===== src/rtl/psx_pkg.sv =====
// Shared constants, state encoding and reply-byte lookup for the PSX digital pad responder.
package psx_pkg;

    localparam logic [7:0] PSX_ADDR_PAD   = 8'h01;
    localparam logic [7:0] PSX_CMD_POLL   = 8'h42;
    localparam logic [7:0] PSX_ID_DIGITAL = 8'h41;
    localparam logic [7:0] PSX_PAD_READY  = 8'h5A;

    localparam logic [2:0] PSX_LAST_BYTE  = 3'd4;

    typedef enum logic [2:0] {
        StIdle,
        StShift,
        StAckWait,
        StAckPulse,
        StIgnore
    } psx_state_e;

    // Byte 0 is sent with the line released, so its value only matters as idle-high bits.
    function automatic logic [7:0] psx_reply_byte(input logic [2:0] idx, input logic [15:0] btn);
        logic [7:0] r;
        case (idx)
            3'd0:    r = 8'hFF;
            3'd1:    r = PSX_ID_DIGITAL;
            3'd2:    r = PSX_PAD_READY;
            3'd3:    r = btn[7:0];
            3'd4:    r = btn[15:8];
            default: r = 8'hFF;
        endcase
        return r;
    endfunction

endpackage


===== src/rtl/psx_sync_edge.sv =====
// Multi-flop synchronizer with rise/fall detection on the synchronized value.
module psx_sync_edge #(
    parameter int unsigned SYNC_STAGES = 2
) (
    input  logic clk,
    input  logic rst,
    input  logic d_i,
    output logic q_o,
    output logic rise_o,
    output logic fall_o
);

    logic [SYNC_STAGES-1:0] sync_q, sync_d;
    logic                   prev_q, prev_d;
    logic [SYNC_STAGES:0]   prime_q, prime_d;
    logic                   ready;

    always_comb begin
        sync_d[0] = d_i;
        for (int i = 1; i < int'(SYNC_STAGES); i++) begin
            sync_d[i] = sync_q[i-1];
        end
        prev_d  = sync_q[SYNC_STAGES-1];
        prime_d = {prime_q[SYNC_STAGES-1:0], 1'b1};
    end

    always_ff @(posedge clk) begin
        if (!rst) begin
            sync_q  <= '1;
            prev_q  <= 1'b1;
            prime_q <= '0;
        end else begin
            sync_q  <= sync_d;
            prev_q  <= prev_d;
            prime_q <= prime_d;
        end
    end

    // Edges are masked until the reset value has flushed out, so a line already low
    // when reset releases is not mistaken for a fresh falling edge.
    assign ready  = prime_q[SYNC_STAGES];
    assign q_o    = sync_q[SYNC_STAGES-1];
    assign rise_o = ready & q_o & ~prev_q;
    assign fall_o = ready & ~q_o & prev_q;

endmodule


===== src/rtl/psx_pad_responder.sv =====
// PSX digital pad device side: serial shift, reply generation and timed ACK pulses.
module psx_pad_responder
    import psx_pkg::*;
#(
    parameter int unsigned ACK_DELAY   = 200,
    parameter int unsigned ACK_WIDTH   = 300,
    parameter int unsigned SYNC_STAGES = 2
) (
    input  logic        clk,
    input  logic        rst,
    input  logic        att_n,
    input  logic        c_clk,
    input  logic        cmd,
    input  logic [15:0] buttons,
    output logic        data_o,
    output logic        data_oe,
    output logic        ack_n,
    output logic [7:0]  cmd_byte,
    output logic        cmd_valid,
    output logic [2:0]  byte_index,
    output logic        busy,
    output logic        err
);

    localparam int unsigned CNT_MAX = (ACK_DELAY > ACK_WIDTH) ? ACK_DELAY : ACK_WIDTH;
    localparam int unsigned CNT_W   = $clog2(CNT_MAX + 1);

    logic att_s, att_rise, att_fall;
    logic c_s, c_rise, c_fall;
    logic cmd_s, cmd_rise, cmd_fall;

    psx_sync_edge #(.SYNC_STAGES(SYNC_STAGES)) u_sync_att (
        .clk    (clk),
        .rst    (rst),
        .d_i    (att_n),
        .q_o    (att_s),
        .rise_o (att_rise),
        .fall_o (att_fall)
    );

    psx_sync_edge #(.SYNC_STAGES(SYNC_STAGES)) u_sync_clk (
        .clk    (clk),
        .rst    (rst),
        .d_i    (c_clk),
        .q_o    (c_s),
        .rise_o (c_rise),
        .fall_o (c_fall)
    );

    psx_sync_edge #(.SYNC_STAGES(SYNC_STAGES)) u_sync_cmd (
        .clk    (clk),
        .rst    (rst),
        .d_i    (cmd),
        .q_o    (cmd_s),
        .rise_o (cmd_rise),
        .fall_o (cmd_fall)
    );

    logic unused_sync;
    assign unused_sync = ^{att_s, cmd_rise, cmd_fall};

    psx_state_e       state_q, state_d;
    logic [15:0]      btn_q, btn_d;
    logic [7:0]       rx_q, rx_d;
    logic [2:0]       bit_cnt_q, bit_cnt_d;
    logic [2:0]       byte_idx_q, byte_idx_d;
    logic [CNT_W-1:0] cnt_q, cnt_d;
    logic             data_q, data_d;
    logic             oe_q, oe_d;
    logic             ack_n_q, ack_n_d;
    logic [7:0]       cmd_byte_q, cmd_byte_d;
    logic             cmd_valid_q, cmd_valid_d;
    logic             busy_q, busy_d;
    logic             err_q, err_d;

    logic [7:0] rx_next;
    logic [2:0] next_idx;
    logic [7:0] reply_cur;
    logic [7:0] reply_next;
    logic       reject;

    assign rx_next    = {cmd_s, rx_q[7:1]};
    assign next_idx   = byte_idx_q + 3'd1;
    assign reply_cur  = psx_reply_byte(byte_idx_q, btn_q);
    assign reply_next = psx_reply_byte(next_idx, btn_q);
    assign reject     = ((byte_idx_q == 3'd0) && (rx_next != PSX_ADDR_PAD)) ||
                        ((byte_idx_q == 3'd1) && (rx_next != PSX_CMD_POLL)) ||
                        (byte_idx_q == PSX_LAST_BYTE);

    always_comb begin
        state_d     = state_q;
        btn_d       = btn_q;
        rx_d        = rx_q;
        bit_cnt_d   = bit_cnt_q;
        byte_idx_d  = byte_idx_q;
        cnt_d       = cnt_q;
        data_d      = data_q;
        oe_d        = oe_q;
        ack_n_d     = ack_n_q;
        cmd_byte_d  = cmd_byte_q;
        cmd_valid_d = 1'b0;
        busy_d      = busy_q;
        err_d       = 1'b0;

        if (att_rise) begin
            state_d = StIdle;
            data_d  = 1'b1;
            oe_d    = 1'b0;
            ack_n_d = 1'b1;
            busy_d  = 1'b0;
            // Completing byte 4 always lands in StIgnore, so this covers "fewer than 5 bytes".
            err_d   = busy_q && (state_q != StIgnore);
        end else begin
            unique case (state_q)
                StIdle: begin
                    if (att_fall && c_s) begin
                        btn_d      = buttons;
                        rx_d       = '0;
                        bit_cnt_d  = '0;
                        byte_idx_d = '0;
                        busy_d     = 1'b1;
                        state_d    = StShift;
                    end
                end

                StShift: begin
                    if (c_fall) begin
                        data_d = reply_cur[bit_cnt_q];
                        oe_d   = (byte_idx_q != 3'd0);
                    end
                    if (c_rise) begin
                        rx_d      = rx_next;
                        bit_cnt_d = bit_cnt_q + 3'd1;
                        if (bit_cnt_q == 3'd7) begin
                            cmd_byte_d  = rx_next;
                            cmd_valid_d = 1'b1;
                            if (reject) begin
                                state_d = StIgnore;
                                data_d  = 1'b1;
                                oe_d    = 1'b0;
                            end else begin
                                state_d = StAckWait;
                                cnt_d   = CNT_W'(1);
                            end
                        end
                    end
                end

                StAckWait, StAckPulse: begin
                    if (c_fall) begin
                        // Host did not wait for ACK: drop it and serve bit 0 of the next byte.
                        ack_n_d    = 1'b1;
                        byte_idx_d = next_idx;
                        data_d     = reply_next[bit_cnt_q];
                        oe_d       = 1'b1;
                        state_d    = StShift;
                    end else if (state_q == StAckWait) begin
                        if (cnt_q == CNT_W'(ACK_DELAY - 1)) begin
                            ack_n_d = 1'b0;
                            cnt_d   = CNT_W'(1);
                            state_d = StAckPulse;
                        end else begin
                            cnt_d = cnt_q + CNT_W'(1);
                        end
                    end else begin
                        if (cnt_q == CNT_W'(ACK_WIDTH)) begin
                            ack_n_d    = 1'b1;
                            byte_idx_d = next_idx;
                            state_d    = StShift;
                        end else begin
                            cnt_d = cnt_q + CNT_W'(1);
                        end
                    end
                end

                StIgnore: begin
                    data_d  = 1'b1;
                    oe_d    = 1'b0;
                    ack_n_d = 1'b1;
                end

                default: state_d = StIdle;
            endcase
        end
    end

    always_ff @(posedge clk) begin
        if (!rst) begin
            state_q     <= StIdle;
            btn_q       <= 16'hFFFF;
            rx_q        <= '0;
            bit_cnt_q   <= '0;
            byte_idx_q  <= '0;
            cnt_q       <= '0;
            data_q      <= 1'b1;
            oe_q        <= 1'b0;
            ack_n_q     <= 1'b1;
            cmd_byte_q  <= '0;
            cmd_valid_q <= 1'b0;
            busy_q      <= 1'b0;
            err_q       <= 1'b0;
        end else begin
            state_q     <= state_d;
            btn_q       <= btn_d;
            rx_q        <= rx_d;
            bit_cnt_q   <= bit_cnt_d;
            byte_idx_q  <= byte_idx_d;
            cnt_q       <= cnt_d;
            data_q      <= data_d;
            oe_q        <= oe_d;
            ack_n_q     <= ack_n_d;
            cmd_byte_q  <= cmd_byte_d;
            cmd_valid_q <= cmd_valid_d;
            busy_q      <= busy_d;
            err_q       <= err_d;
        end
    end

    // Pad-side lines are released combinationally while reset is held.
    assign data_o     = data_q | ~rst;
    assign data_oe    = oe_q & rst;
    assign ack_n      = ack_n_q | ~rst;
    assign cmd_byte   = cmd_byte_q;
    assign cmd_valid  = cmd_valid_q;
    assign byte_index = byte_idx_q;
    assign busy       = busy_q;
    assign err        = err_q;

endmodule

===== config.mk =====
export PLATFORM = sky130hd
export DESIGN_NAME = psx_pad_responder
export DESIGN_NICKNAME = d
export VERILOG_FILES = /design/src/rtl/psx_pkg.sv /design/src/rtl/psx_sync_edge.sv /design/src/rtl/psx_pad_responder.sv
export SDC_FILE = /design/constraint.sdc
export NUM_CORES = 1
export LEC_CHECK = 0
export BUFFER_PORTS_ARGS = -buffer_cell sky130_fd_sc_hd__buf_2
export CAP_MARGIN = 20
export CORE_MARGIN = 4
export CORE_UTILIZATION = 45
export DETAILED_ROUTE_END_ITERATION = 16
export PLACE_DENSITY = 0.65
export SETUP_SLACK_MARGIN = 0.3
export SYNTH_ARGS = -nofsm -noshare
export SYNTH_HDL_FRONTEND = slang
export SYNTH_SLANG_ARGS = --single-unit

===== constraint.sdc =====
create_clock -name clk -period 2.4 [get_ports clk]
set_clock_uncertainty 0.1 [all_clocks]
set_input_delay 0.24 -clock clk [delete_from_list [all_inputs] [get_ports clk]]
set_output_delay 0.24 -clock clk [all_outputs]
set_load 0.01 [all_outputs]

==> results.toml, run 1 <==
[status]
outcome = "finished with violations"
violations = "setup timing"

[cells_and_area]
stdcell_area_um2 = 4460
mostFrequentLayoutCell = "nand2_1"
nFillCells = 654
drive_above_1_share_pct = 26.7
final_cell_mix = "nand2_1 (70), dfxtp_1 (60), nand3_1 (45), buf_2 (37), buf_4 (31)"
area_delta_synth_final_pct = 33.6
layout.nets = 523
num_antenna_cells = 0

[yosys]
ys_types = 54
synth_top_flop_cell = "dfxtp_1"
synthesis.yosys.warnings = 0
syn_area_um2 = 3340
synth_edf_count = 0
yosys_register_bits = 66
synth_fp_nets = 446
yosysSeqAreaShare_pct = 39.6
syn-instance-count = 413
async_flop_share_pct = 0
syn_area_per_cell_um2 = 8.08

[power]
switching_share_pct = 23.8
p_seq_share_pct = 49.8
power_frac_clock_pct = 46.2
intPower_uw = 1700
pwr_density_cell_nw_per_um2 = 501
irDropWorstVdd_v = 0.000316
power_frac_comb_pct = 4.0
p_switching_uw = 531
p_leak_uw = 0.00174

[setup_path]
start_kind = "flop"
ff2ff_path_depth = 8
cpMaxStageDelayCell = "or4b_4"
crit_chain = "inv_4, ha_4, or4b_4, o21ai_4, a31oi_4, a211o_4, or4_1, a21boi_1"
path_delay_family = "simple AND/OR/NAND/NOR gates"
critical_path_class = "reg -> reg"
cp_max_fo = 5
rr_startpoint = "byte_index[1]$_SDFFE_PN0P_"
cp-end-kind = "flop"
timing.critical_path.buf_inv = 1
r2r_end = "cnt_q[2]$_SDFFE_PN0P_"
slowest_delay_ps = 490
r2r_slack_ps = -40
cp.arrival_ps = 2630
required_ps = 2580
cp.depth = 8

[timing]
tightest_slew_ps = 664
max_slew_margin_pct = 55.6
finalHoldViolCount = 0
fmax_mhz = 409
min_period_ps = 2440
hold_ws_ps = 9.27
setup_slack_ps = -43.6
rsz0062_at_grt = "true"
post-route-period-util_pct = 102
setup_viol = 2
final_max_slew_viol_count = 0

[placed_design]
port_buffers = 37
dp_hpwl_um = 5960
place_area_um2 = 3820
gpl.final_weighted_congestion = 0.915

[global_route]
grtUsageMet1_pct = 27.1
grt_pass1_wl_um = 14400
grt_start_max_net_pins = 35
antenna_found_initial = 0
grtUsageMet3_pct = 4.81
gr-usage-met2_pct = 32.8
track_usage_pct = 20.7
first_global_vias = 3074
grt-ovfl-total = 0
busiest_layer = "met2"

[die]
die-area_um2 = 8860
rows = 31
core-area_um2 = 7210
dieWidth_um = 94.1
die_h_um = 94.1
ioPinCount = 38
start_util_pct = 46.3

[clocking]
cts-buffers-inserted = 9
root_buffer = "clkbuf_8"
htree_levels = 3
cts.sinks = 66
clock_latency_ps = 350
max-clock-path-buffers = 2
cts_tree = "done"
clk_pin_slew_worst_paths_ps = 80

[min_path]
whs_endpoint = "btn_q[3]$_SDFFE_PN1P_"
hold_path_class = "in -> reg"
hold_path_depth = 3
hold_path.startpoint = "buttons[3]"

[flow_run]
maxCapViolations = 0

[routing]
wl_per_cell_um = 15.0
vias_per_cell = 5.57
drtAntennaViolNets = 0
drc = 0
drt_wl_total_um = 8900
drt_iter0_drc = 241
drt_pre_antenna_iters = 5
vias = 3307
[cells in the mapped netlist, types with 3 or more instances]
library cell / instances / area (um^2)
a211o_1: 3 / 26.3
a211oi_1: 3 / 22.5
a21boi_0: 12 / 90.1
a21oi_1: 23 / 115
a31oi_1: 4 / 25.0
and2_1: 6 / 37.5
and3_1: 4 / 25.0
clkbuf_1: 21 / 78.8
dfxtp_1: 66 / 1320
ha_1: 12 / 150
inv_1: 11 / 41.3
mux2i_1: 11 / 110
nand2_1: 70 / 263
nand2b_1: 14 / 87.6
nand3_1: 45 / 225
nand3b_1: 6 / 45.0
nand4_1: 3 / 18.8
nor2_1: 15 / 56.3
nor2b_1: 9 / 56.3
nor3_1: 8 / 40.0
o211ai_1: 7 / 52.6
o21ai_0: 12 / 60.1
o22ai_1: 4 / 25.0
or3_1: 5 / 31.3
[what timing repair did]
item,in CTS,in global routing
setup buffers,1,4
gates resized for setup,12,31
hold buffers,18,0
setup endpoints to repair,14,29
pin swaps,7,7
hold endpoints to repair,18,0
[cell type report]
cell class | instances | area [um^2] | share of cell area, %
clock buffers | 10 | 149 | 3.34
clock inverters | 6 | 71.3 | 1.60
multi-input cells | 310 | 2070 | 46.4
flip-flops and latches | 66 | 1330 | 29.9
well taps | 99 | 124 | 2.78
inverters | 11 | 46.3 | 1.04
repair buffers | 92 | 666 | 14.9
[per-stage QoR]
step	total power (uW)	setup TNS, ps	setup slack (ps)	utilization, %	cells
3_3_place_gp	1200	0	64.2	52.9	555
2_1_floorplan	1170	0	122	-	413
4_1_cts	2250	-18.5	-18.5	59.4	590
6_report	2240	-45.5	-43.6	61.8	594
5_1_grt	2330	-353	-118	61.8	594
3_5_place_dp	1200	0	1.99	52.9	555
[worst min-delay path, delay by kind of cell]
kind                   cells  cell delay [ps]
AND/OR/NAND/NOR            2              110
buffers and inverters      1               80
[flip-flops by register name, summed over array words and instances (netlist names)]
register            count
ack_n_q                 1
bit_cnt_q               3
btn_q                  16
busy                    1
byte_index              3
cmd_byte                8
cmd_valid               1
cnt_q                   9
data_q                  1
err                     1
oe_q                    1
rx_q                    7
state_q                 3
u_sync_att.prev_q       1
u_sync_att.prime_q      1
u_sync_att.sync_q       2
u_sync_clk.prev_q       1
u_sync_clk.prime_q      2
u_sync_clk.sync_q       2
u_sync_cmd.sync_q       2
[per-layer routing]
metal | routed length (um) | share of wire [%]
met1 | 4090 | 46
met2 | 4070 | 46
met3 | 600 | 6.7
met4 | 145 | 1.6
met5 | 0 | 0
[worst max path at each step]
stage / startpoint / end / slack, ps
floorplan: byte_index[1]$_SDFFE_PN0P_ / cnt_q[2]$_SDFFE_PN0P_ / 120
global placement: byte_index[1]$_SDFFE_PN0P_ / cnt_q[2]$_SDFFE_PN0P_ / 60
detailed placement: byte_index[0]$_SDFFE_PN0P_ / cnt_q[2]$_SDFFE_PN0P_ / 2
CTS: byte_index[1]$_SDFFE_PN0P_ / cnt_q[2]$_SDFFE_PN0P_ / -20
global route: byte_index[0]$_SDFFE_PN0P_ / cnt_q[2]$_SDFFE_PN0P_ / -120
finish: byte_index[1]$_SDFFE_PN0P_ / cnt_q[2]$_SDFFE_PN0P_ / -40
[power groups by stage]
| stage | Combinational, uW | Clock (uW) | Sequential, uW |
|---|---|---|---|
| 2_1_floorplan | 36.4 | 0 | 1130 |
| 3_5_place_dp | 65.4 | 0 | 1140 |
| 6_report | 89.8 | 1030 | 1110 |
| 5_1_grt | 98.8 | 1110 | 1110 |
| 3_3_place_gp | 63.9 | 0 | 1140 |
| 4_1_cts | 88.6 | 1050 | 1110 |
[kinds of logic (layout without fill, tap and decap cells)]
logic type	count (synthesis)	count (layout)	share of synthesized area [%]
and+or+nand+nor	200	200	30.7
muxes	11	11	3.30
AOI/OAI and AO/OA	87	87	17.5
adders and majority gates	12	12	4.50
DFF	66	66	39.6
buffers and inverters	37	119	4.46
Power figures use the tool's default switching activity.
==> run 2, diff against run 1 <==
--- a/config.mk
+++ b/config.mk
@@ -5,12 +5,13 @@
 export SDC_FILE = /design/constraint.sdc
 export NUM_CORES = 1
 export LEC_CHECK = 0
+export ABC_AREA = 1
 export BUFFER_PORTS_ARGS = -buffer_cell sky130_fd_sc_hd__buf_2
 export CAP_MARGIN = 20
 export CORE_MARGIN = 4
 export CORE_UTILIZATION = 45
 export DETAILED_ROUTE_END_ITERATION = 16
-export PLACE_DENSITY = 0.65
+export PLACE_DENSITY = 0.63
 export SETUP_SLACK_MARGIN = 0.3
 export SYNTH_ARGS = -nofsm -noshare
 export SYNTH_HDL_FRONTEND = slang
==> constraint.sdc (replaced) <==
create_clock -name clk -period 2.35 [get_ports clk]
set_clock_uncertainty 0.1 [all_clocks]
set_input_delay 0.235 -clock clk [delete_from_list [all_inputs] [get_ports clk]]
set_output_delay 0.235 -clock clk [all_outputs]
set_load 0.01 [all_outputs]
==> results.toml, run 2 <==
[cells_and_area]
area_delta_synth_final_pct = 22.4
drive_above_1_share_pct = 20.6
largest_reg_flops = 16
num_antenna_cells = 0
layout.nets = 597
final_cells = 668
final_cell_mix = "nand2_1 (129), dfxtp_1 (62), nand3_1 (53), inv_1 (46), nor2_1 (43)"
largest-register = "btn_q"
mostFrequentLayoutCell = "nand2_1"

[global_route]
first_global_vias = 3086
grt-ovfl-total = 0
grt_pass1_wl_um = 14700
grt_start_max_net_pins = 35
track_usage_pct = 20.4
antenna_found_initial = 0

[routing]
drt_iter0_drc = 211
drt_wl_total_um = 8930
drt_pre_antenna_iters = 5
vias_per_cell = 5.14
drc = 0
vias = 3431
drtAntennaViolNets = 0
wl_per_cell_um = 13.4

[setup_path]
slowest_delay_ps = 380
cp.arrival_ps = 2060
cpMostUsedCell = "nand2_1"
crit_chain = "ha_1, ha_4, nand2_4, clkinvlp_4, nand2_1, nand3_1, nand3_1, nand2_1, nand2_1, nand3_1, nand2_1, inv_1, nand2_1, nand2_1"
cp_max_fo = 7
required_ps = 2500
cpMaxStageDelayCell = "dfxtp_4"
cp-end-kind = "flop"
r2r_slack_ps = 440
critical_path_class = "reg -> reg"
start_kind = "flop"

[timing]
final_max_slew_viol_count = 0
fmax_mhz = 524
tns_ps = 0
tightest_slew_ps = 617
setup_viol = 0
min_period_ps = 1910
rsz0062_at_grt = "true"
finalHoldViolCount = 0
post-route-period-util_pct = 81.2
max_slew_margin_pct = 58.8

[power]
p_leak_uw = 0.00188
pwr_density_cell_nw_per_um2 = 979
irDropWorstVdd_v = 0.000480

[clocking]
cts.sinks = 66
max-clock-path-buffers = 2
htree_levels = 3
clock_latency_ps = 350
cts-buffers-inserted = 9
root_buffer = "clkbuf_8"
cts_tree = "done"
clk_pin_slew_worst_paths_ps = 80

[yosys]
synth_top_flop_cell = "dfxtp_1"
ys_types = 37
synthesis.yosys.warnings = 0
synthTopCellsByCount = "nand2_1 (130), dfxtp_1 (66), nand3_1 (54)"
synth_edf_count = 0
syn-instance-count = 504
syn_area_per_cell_um2 = 6.92
yosysMostFrequentCell = "nand2_1"
synth_top_area_share_pct = 37.9
synth_fp_nets = 537
syn_area_um2 = 3490
yosys.area.top_type = "dfxtp_1"
yosys_register_bits = 66
async_flop_share_pct = 0
yosysSeqAreaShare_pct = 37.9
synthTopCellsByArea = "dfxtp_1 (38%), nand2_1 (14%), nand3_1 (7.8%), a21oi_1 (5.7%), inv_1 (5.2%)"

[placed_design]
dp.cells = 626
port_buffers = 37
dp_hpwl_um = 6120
gpl.final_weighted_congestion = 0.910

[min_path]
hold_path_class = "in -> reg"

[status]
outcome = "finished, final reports clean"

[die]
rows = 31
dieWidth_um = 96.0
die_h_um = 96.0
die-area_um2 = 9220
ioPinCount = 38
start_util_pct = 47.1
core-area_um2 = 7410

[flow_run]
maxCapViolations = 0
[run 2: metrics by stage]
stage / hold WS, ps / power [uW] / instance area (um^2) / worst slack, ps / utilization (%)
after global routing: 241 / 4480 / 4270 / 263 / 57.6
after floorplan: 163 / 2560 / 3490 / 368 / -
after detailed placement: 298 / 2890 / 3730 / 174 / 50.4
after global placement: 294 / 2880 / 3730 / 194 / 50.4
after CTS: 210 / 4020 / 4160 / 304 / 56.1
final: 232 / 4180 / 4270 / 442 / 57.6
[run 2: layer usage]
metal / vias up / wire (um) / global-route usage [%] / share of wire [%]
met4: 0 / 141 / 9.00 / 1.6
met5: - / 0 / 0 / 0
li1: 1758 / - / - / -
met3: 10 / 470 / 3.05 / 5.3
met2: 95 / 3960 / 30.1 / 44
met1: 1568 / 4360 / 29.3 / 49
[run 2: path summary, 6_finish.rpt]
path	startpoint	to	cells after the start
hold reg to reg	u_sync_att.prime_q[1]$_SDFF_PN0_	u_sync_clk.prime_q[2]$_SDFF_PN0_	2
setup / recovery	byte_index[0]$_SDFFE_PN0P_	data_q$_SDFFE_PP1P_	14
hold / removal	rst	u_sync_clk.prime_q[0]$_DFF_P_	2
setup reg to reg	byte_index[0]$_SDFFE_PN0P_	data_q$_SDFFE_PP1P_	14
[run 2: final cells by class]
class                   count  area (um^2)
fillers                   725         3140
multi-input cells         361         1900
flip-flops and latches     66         1330
repair buffers             66          450
inverters                  59          231
clock buffers               9          124
well taps                  99          124
clock inverters             7          101
repair inverters            1         7.51
[run 2: report_power, final]
group	total, uW	internal (uW)	switching [uW]	leakage [uW]
registers	1410	1250	165	0.000538
logic	1670	639	1030	0.00123
clock network	1100	608	489	0.000112
total	4180	2490	1680	0.00188
[run 2: worst max-delay path, delay by kind of cell, from the launching register on]
kind | cells | cell delay [ps]
flops | 1 | 380
fa+ha+maj | 2 | 480
buf+inv | 2 | 150
simple gates | 10 | 700
[run 2: repair_timing]
item / in CTS / in global routing
hold endpoints to repair: 19 / 0
cloned: 0 / 1
resized for setup: 4 / 15
setup buffers: 0 / 6
endpoints found under the setup margin: 10 / 17
hold buffers: 19 / 0
pin swaps: 0 / 1
[run 2: cell families (layout without fill, tap and decap cells)]
logic type | count (synthesis) | count (layout) | share of synthesized area [%]
buf+inv | 77 | 142 | 9.26
compound gates | 74 | 74 | 12.2
fa+ha+maj | 12 | 12 | 4.31
simple gates | 272 | 272 | 35.6
flops | 66 | 66 | 37.9
xor+xnor | 3 | 3 | 0.754
